File: src/rtl/noc_input_requester_if.sv
// ============================================================================
// Module : noc_input_requester_if
// Brief  : Handshake bundle between an upstream flit source / output arbiters
//          and one router input port requester.
// Rev    : 1.0  initial release
// ============================================================================
`default_nettype none

interface noc_input_requester_if #(
  parameter int DATA_W = 32
);
  logic              in_valid;
  logic [DATA_W-1:0] in_flit;
  logic              in_ready;
  logic [2:0]        req;
  logic [2:0]        arb_win;
  logic [DATA_W-1:0] out_flit;
  logic              out_valid;
  logic              err_drop;

  // Upstream source, arbiters and crossbar side
  modport master (
    output in_valid, in_flit, arb_win,
    input  in_ready, req, out_flit, out_valid, err_drop
  );

  // Input port requester side
  modport slave (
    input  in_valid, in_flit, arb_win,
    output in_ready, req, out_flit, out_valid, err_drop
  );
endinterface

`default_nettype wire

File: src/rtl/noc_input_requester.sv
// ============================================================================
// Module : noc_input_requester
// Brief  : NoC router input port. Buffers flits in a circular FIFO, decodes
//          the head flit destination, drives a one-hot request to the three
//          output arbiters and holds the route from head to tail (wormhole).
//          Optional macro NOC_BAD_DEST_DROP_EN: packets addressed to dest 3
//          are discarded with an err_drop pulse per flit instead of being
//          routed to output 0.
// Rev    : 1.0  initial release
// ============================================================================
`default_nettype none

module noc_input_requester #(
  parameter int DATA_W = 32,
  parameter int DEPTH  = 4
) (
  input  wire logic             clk,
  input  wire logic             rst_n,
  noc_input_requester_if.slave  bus
);

  localparam int AW = $clog2(DEPTH);
  localparam int CW = AW + 1;

  localparam logic [1:0] IDLE = 2'd0;
  localparam logic [1:0] LOCK = 2'd1;
`ifdef NOC_BAD_DEST_DROP_EN
  localparam logic [1:0] DROP = 2'd2;
`endif

  localparam logic [1:0] T_BODY   = 2'b00;
  localparam logic [1:0] T_TAIL   = 2'b01;
  localparam logic [1:0] T_SINGLE = 2'b11;

  logic [DATA_W-1:0] mem [DEPTH];
  logic [AW-1:0]     wr_ptr;
  logic [AW-1:0]     rd_ptr;
  logic [CW-1:0]     count;
  logic [1:0]        state;
  logic [1:0]        state_nxt;
  logic [1:0]        sel;
  logic [1:0]        sel_nxt;

  logic              empty;
  logic              push;
  logic              pop;
  logic              pop_drop;
  logic              err;
  logic              bad_dest;
  logic [2:0]        req_c;
  logic [DATA_W-1:0] head;
  logic [1:0]        ftype;
  logic [1:0]        dest;
  logic [1:0]        route;

  // Map a 2-bit output index (0..2) to a one-hot request
  function automatic logic [2:0] onehot(input logic [1:0] d);
    logic [2:0] r;
    r = 3'b000;
    case (d)
      2'd0:    r = 3'b001;
      2'd1:    r = 3'b010;
      2'd2:    r = 3'b100;
      default: r = 3'b000;
    endcase
    return r;
  endfunction

  assign empty = (count == '0);
  assign head  = mem[rd_ptr];
  assign ftype = head[DATA_W-1:DATA_W-2];
  assign dest  = head[1:0];
  // Dest 3 falls back to output 0 whenever it is not being dropped
  assign route = (dest == 2'd3) ? 2'd0 : dest;

`ifdef NOC_BAD_DEST_DROP_EN
  assign bad_dest = (dest == 2'd3);
`else
  assign bad_dest = 1'b0;
`endif

  assign bus.in_ready  = (count != CW'(DEPTH));
  assign bus.req       = req_c;
  assign bus.out_valid = |(req_c & bus.arb_win);
  assign bus.out_flit  = head;
  assign bus.err_drop  = err;

  assign push = bus.in_valid & bus.in_ready;
  assign pop  = bus.out_valid | pop_drop;

  // Request, discard and next-state decode from the FIFO head and route state
  always_comb begin
    req_c     = 3'b000;
    pop_drop  = 1'b0;
    err       = 1'b0;
    state_nxt = state;
    sel_nxt   = sel;
    case (state)
      IDLE: begin
        if (!empty) begin
          if (ftype[1]) begin
            if (bad_dest) begin
              pop_drop = 1'b1;
              err      = 1'b1;
`ifdef NOC_BAD_DEST_DROP_EN
              if (ftype != T_SINGLE) state_nxt = DROP;
`endif
            end else begin
              req_c = onehot(route);
              if (bus.out_valid && ftype != T_SINGLE) begin
                state_nxt = LOCK;
                sel_nxt   = route;
              end
            end
          end else begin
            // Stray body/tail outside a packet: discard silently
            pop_drop = 1'b1;
          end
        end
      end
      LOCK: begin
        if (!empty) begin
          req_c = onehot(sel);
          if (bus.out_valid && ftype == T_TAIL) state_nxt = IDLE;
        end
      end
`ifdef NOC_BAD_DEST_DROP_EN
      DROP: begin
        if (!empty) begin
          pop_drop = 1'b1;
          err      = 1'b1;
          if (ftype == T_TAIL) state_nxt = IDLE;
        end
      end
`endif
      default: state_nxt = IDLE;
    endcase
  end

  // FIFO storage; contents need no reset since count gates visibility
  always_ff @(posedge clk) begin
    if (push) mem[wr_ptr] <= bus.in_flit;
  end

  // FIFO pointers/occupancy and route state
  always_ff @(posedge clk or negedge rst_n) begin
    if (!rst_n) begin
      wr_ptr <= '0;
      rd_ptr <= '0;
      count  <= '0;
      state  <= IDLE;
      sel    <= 2'd0;
    end else begin
      if (push) wr_ptr <= wr_ptr + 1'b1;
      if (pop)  rd_ptr <= rd_ptr + 1'b1;
      if (push && !pop)      count <= count + 1'b1;
      else if (!push && pop) count <= count - 1'b1;
      state <= state_nxt;
      sel   <= sel_nxt;
    end
  end

  // Body flit type constant kept for readability of the decode above
  logic unused_body;
  assign unused_body = ^T_BODY;

endmodule

`default_nettype wire

File: src/flat_wrapper.sv
// flat-port wrapper written by rule: the top's interface ports become plain ports
module noc_input_requester_flat 
#(
  parameter int DATA_W = 32,
  parameter int DEPTH  = 4
)
  (clk, rst_n, bus_in_valid, bus_in_flit, bus_arb_win, bus_in_ready, bus_req, bus_out_flit, bus_out_valid, bus_err_drop);
  noc_input_requester_if #(.DATA_W(DATA_W)) bus_i ();
  input  wire logic clk;
  input  wire logic rst_n;
  input wire logic [$bits(bus_i.in_valid)-1:0] bus_in_valid;
  input wire logic [$bits(bus_i.in_flit)-1:0] bus_in_flit;
  input wire logic [$bits(bus_i.arb_win)-1:0] bus_arb_win;
  output wire logic [$bits(bus_i.in_ready)-1:0] bus_in_ready;
  output wire logic [$bits(bus_i.req)-1:0] bus_req;
  output wire logic [$bits(bus_i.out_flit)-1:0] bus_out_flit;
  output wire logic [$bits(bus_i.out_valid)-1:0] bus_out_valid;
  output wire logic [$bits(bus_i.err_drop)-1:0] bus_err_drop;
  assign bus_i.in_valid = bus_in_valid;
  assign bus_i.in_flit = bus_in_flit;
  assign bus_i.arb_win = bus_arb_win;
  assign bus_in_ready = bus_i.in_ready;
  assign bus_req = bus_i.req;
  assign bus_out_flit = bus_i.out_flit;
  assign bus_out_valid = bus_i.out_valid;
  assign bus_err_drop = bus_i.err_drop;
  noc_input_requester #(.DATA_W(DATA_W), .DEPTH(DEPTH)) u_core (.clk(clk), .rst_n(rst_n), .bus(bus_i));
endmodule
File: config.mk
export PLATFORM = sky130hd
export DESIGN_NAME = noc_input_requester_flat
export DESIGN_NICKNAME = d
export VERILOG_FILES = /design/src/rtl/noc_input_requester_if.sv /design/src/rtl/noc_input_requester.sv /design/src/flat_wrapper.sv
export SDC_FILE = /design/constraint.sdc
export NUM_CORES = 1
export LEC_CHECK = 0
export CAP_MARGIN = 40
export CORE_MARGIN = 5
export CORE_UTILIZATION = 58
export CTS_CLUSTER_DIAMETER = 150
export CTS_CLUSTER_SIZE = 12
export DETAILED_ROUTE_END_ITERATION = 6
export PLACE_DENSITY = 0.84
export SYNTH_ARGS = -nofsm -noshare
export SYNTH_HDL_FRONTEND = slang
export SYNTH_SLANG_ARGS = --single-unit
File: constraint.sdc
create_clock -name clk -period 5.6 [get_ports clk]
set_clock_uncertainty 0.05 [all_clocks]
set_input_delay 1.68 -clock clk [delete_from_list [all_inputs] [get_ports clk]]
set_output_delay 1.68 -clock clk [all_outputs]
set_load 0.02 [all_outputs]
# == Word level (Yosys, flattened, before mapping) ==
# Memory sizes are Yosys's and may differ from the RTL's.
# Index checks and enable logic that the tools add are counted.
# classes
n_addsub,4
n_eq_ne,14
n_mux,20
bitwise,4
reduce_logical,14
# op_table
operator,n
$pmux W3 S3,2
$mux W3,5
$mux W2,6
$eq A2 B1 Y1 const B,4
$ne A2 B2 Y1 const B,4
$eq A2 B2 Y1 const B,3
$logic_not A2 Y1,3
$pmux W3 S2,1
$mux W1,5
$reduce_and A5 Y1,1
$add A2 B1 Y2 const B,2
$logic_and A1 B1 Y1,4
$ne A2 B1 Y1 const B,2
$pmux W2 S2,1
$reduce_and A4 Y1,1
$add A3 B1 Y3 const B,1
$and A3 B3 Y3,1
$logic_not A3 Y1,1
$ne A3 B3 Y1 const B,1
$reduce_or A3 Y1,1
$sub A3 B1 Y3 const B,1
$logic_not A1 Y1,2
$reduce_bool A2 Y1,1
$and A1 B1 Y1,1
other kinds (2),2
# word_totals
regBits,11
ramBits,128
input_bits,38
wordCells,62
mem_count,1
# mem_list
name,depth,word_bits,rd,rd_clocked_by_memory_dff,wr,line_no,rtl
u_core.mem,4,32,1,0,1,noc_input_requester.sv:35,logic [DATA_W-1:0] mem [DEPTH];

# == Longest topological paths before layout ==
# An unclocked memory read counts as a cell.
# logic_depth
ltp_word,15
depth_mapped,14
depth_no_buf,12

# == Least setup slack after synthesis ==
# No wires, ideal clock.
# synth_timing
path_kind,input to output
start,input bus_arb_win[2]
end,output bus_out_valid
arrival_time_ps,2514
setup_slack_ps,1356
path_stages,4
n_path_buf,0
path_cell_list,a222oi_1 > a21oi_1 > a22oi_1 > nor2_1
# synth_between
elab_chain_cells,2
# synth_rtl
item,line_no,rtl
start: declaration,flat_wrapper.sv:13,input wire logic [$bits(bus_i.arb_win)-1:0] bus_arb_win;
$and A3 B3 Y3,noc_input_requester.sv:84,assign bus.out_valid = |(req_c & bus.arb_win);
$reduce_or A3 Y1,noc_input_requester.sv:84,
end: declaration,flat_wrapper.sv:17,output wire logic [$bits(bus_i.out_valid)-1:0] bus_out_valid;
# Every way passes these cells.

# == Worst setup path after layout ==
# Ends and elaborated chain as after synthesis.

==> summary.md <==
| Metric | Value |
|---|---|
| Worst-Skew Late Latency | `0.50 ns` |
| Syn Area/Cell | `22.21 sq um` |
| Post-synth top area cell | `edfxtp_1` |
| Most frequent cells in the layout | `edfxtp_1, clkdlybuf4s50_1, mux4_2` |
| Hold Path Class | `register to register` |
| First-pass GRT wire length | `15,570 microns` |
| Worst EP arrival | `3.60 ns` |
| Synth top area share | `0.7181` |
| Synthesized cell area | `5353 sq um` |
| Gr usage total | `0.1874` |
| First DRT Iteration DRCs | `129` |
| Library cells used by synthesis | `35` |
| Resized cells post-CTS | `0` |
| Fillers | `532` |
| Sequential cell area fraction in the yosys report | `0.7648` |
| Number of detailed-route iterations in the first pass | `4` |
| Nets | `378` |
| Proportion of layout cells with a drive suffix above 1 | `0.2303` |
| Die area | `11,250 sq um` |
| Post-route clock period utilization | `0.9522` |
| Synth area leaders | `edfxtp_1, mux4_2, dfrtp_1, ha_1, xnor2_1` |
| Setup crit end kind | `output port` |
| Peak VDD IR | `367.0 uV` |
| Total gr overflow | `0` |
| Average wire per standard cell | `21.03 microns` |
| WP data required | `3.87 ns` |
| Multi-input gate area | `1192 sq um` |
| Total core area | `9109 sq um` |
| Crit path max fanout | `3` |
| Clk pin slew, worst setup/hold paths | `0.06 ns` |
| FP Rows | `35` |
| Vias per inst | `5.859` |
| RSZ-0062 raised after global routing | `no` |
| ANT cells | `0` |
| Final core occ | `0.7490` |
| Register Area | `4096 sq um` |
| Final WL | `9547 microns` |
| Flops & latches, synth | `138` |
| Residual DRC | `0` |
| Slew HR | `0.4380` |
| Final HPWL DP | `5986 microns` |
| Commonest non-fill, non-tap cell in the layout | `edfxtp_1` |
| Post-CTS setup buffer count | `0` |
| Dpl cells | `422` |
| Final hold vios | `0` |
| Leakage | `2.309 nW` |
| Worst setup path class | `input pin to output port` |
| Final non-filler cell total | `454` |
| Via count | `2,660` |
| Synthesis-to-layout area growth | `27.47%` |
| CP startpoint kind | `input pin` |
| GP Congestion | `0.8042` |
| CTS tree | `built` |
| DIE HEIGHT | `106.1 microns` |
| Setup_tns | `0 ns` |
| CTS buffer count | `17` |
| CTS sink count | `138` |
| Pwr/cell area | `587.5 nW/um^2` |
| Via count of the first global-routing pass | `2,947` |
| Shortest period the worst path allows | `5.332 ns` |
| Clk root buf | `clkbuf_8` |
| Yosys warning count | `0` |
| Die width | `106.1 microns` |
| Max Root-Sink Buffers | `2` |
| Pin count of the biggest net entering global routing | `33` |
| IO buf count | `74` |
| Initial antenna violation count | `0` |
| Fin. max-slew vios | `0` |
| # IOs | `76` |
| DRT antenna net count | `0` |
| Starting Density | `0.5876` |
| Achievable clock frequency | `187.5 MHz` |
| # H-tree levels | `4` |
| Net count after synthesis | `289` |
| Least-Margin Pin Slew | `0.8430 ns` |
| Hold-fix buffers, CTS | `0` |
| Final Setup Violations | `0` |
| Post-synthesis cell count | `241` |
| Status | `completed` |
| Max Cap Viol | `0` |
| Tot Pwr | `4.009 mW` |
[routing by layer]
metal / GRT usage / share of wire / vias to the layer above / wire, microns
li1: - / - / 1175 / -
met1: 0.2297 / 0.40 / 1378 / 3856
met2: 0.3201 / 0.53 / 96 / 5095
met3: 0.05889 / 0.054 / 11 / 515
met4: 0.06013 / 0.0083 / 0 / 79
met5: 0 / 0 / - / 0
[Yosys cell counts]
cell	n
nand2_1	1
ha_1	9
mux2_4	2
a22oi_1	1
buf_2	3
fa_1	1
mux4_2	32
conb_1	1
o22a_1	1
and2_0	1
o21ai_0	1
nand4bb_1	1
nor2_1	3
nand3_1	5
edfxtp_1	128
xnor2_1	4
a31oi_1	1
xor2_1	2
mux2i_1	1
nor3_1	1
buf_4	1
dfrtp_1	10
inv_1	6
a222oi_1	1
and3_4	1
o211ai_1	1
nand4_1	1
mux2_2	2
a21oi_1	4
nand3b_1	3
clkbuf_1	4
and3_1	4
nor3_2	1
or3_1	2
buf_6	1
[cell type report]
type	count	share of cell area
clock buffers	19	0.06180
clock inverters	13	0.01944
inverters	6	0.003301
multi-input cells	88	0.1748
flip-flops and latches	138	0.6004
well taps	111	0.02036
repair buffers	79	0.1199
[worst paths after layout]
check                            startpoint                to  slack, ns  depth (start not counted)
hold reg to reg             u_core.count[2]   u_core.count[2]       0.48                          1
setup / recovery             bus_arb_win[2]     bus_out_valid       0.27                          6
setup reg to reg           u_core.rd_ptr[1]   u_core.count[2]       2.22                         12
hold / removal              u_core.count[2]   u_core.count[2]       0.48                          1
min in group asynchronous             rst_n     u_core.sel[1]       1.46                          1
max in group asynchronous             rst_n  u_core.rd_ptr[1]       3.68                          1
[cell families (layout without fill, tap and decap cells)]
logic type,Yosys count,after routing,synth area share
other,1,1,0.0007006
adders and majority gates,10,10,0.02478
xor gates and xnor gates,6,6,0.009818
DFF,138,138,0.7648
and+or+nand+nor,24,24,0.02805
buffers and inverters,15,117,0.01332
muxes,37,37,0.1463
AOI/OAI and AO/OA,10,10,0.01216
[metrics by stage]
| step | setup slack [ns] | hold WS, ns | cell area [sq um] |
|---|---|---|---|
| final | 0.2677 | 0.4797 | 6823 |
| after global placement | 0.3787 | 0.4490 | 6213 |
| after CTS | 0.3109 | 0.4847 | 6823 |
| after global routing | 0.2103 | 0.4908 | 6823 |
| after floorplan | 1.356 | 0.4278 | 5353 |
| after detailed placement | 0.3171 | 0.4706 | 6269 |
[sequential cells by signal, summed over array words and instances (netlist names)]
signal and cells:
u_core.state 1, u_core.wr_ptr 2, u_core.mem 128, u_core.sel 2
u_core.rd_ptr 2, u_core.count 3
[critical path, cell delays in order]
cell and delay [ns]:
clkdlybuf4s50_1 0.43, a222oi_1 0.58, a21oi_1 0.08, a22oi_1 0.22, nor2_1 0.06, clkdlybuf4s50_1 0.56
[where the power goes]
group / switching (mW) / internal [mW]
clock network: 0.426 / 0.599
registers: 0.104 / 1.38
logic: 0.763 / 0.740
total: 1.29 / 2.72
Power figures use the tool's default switching activity.
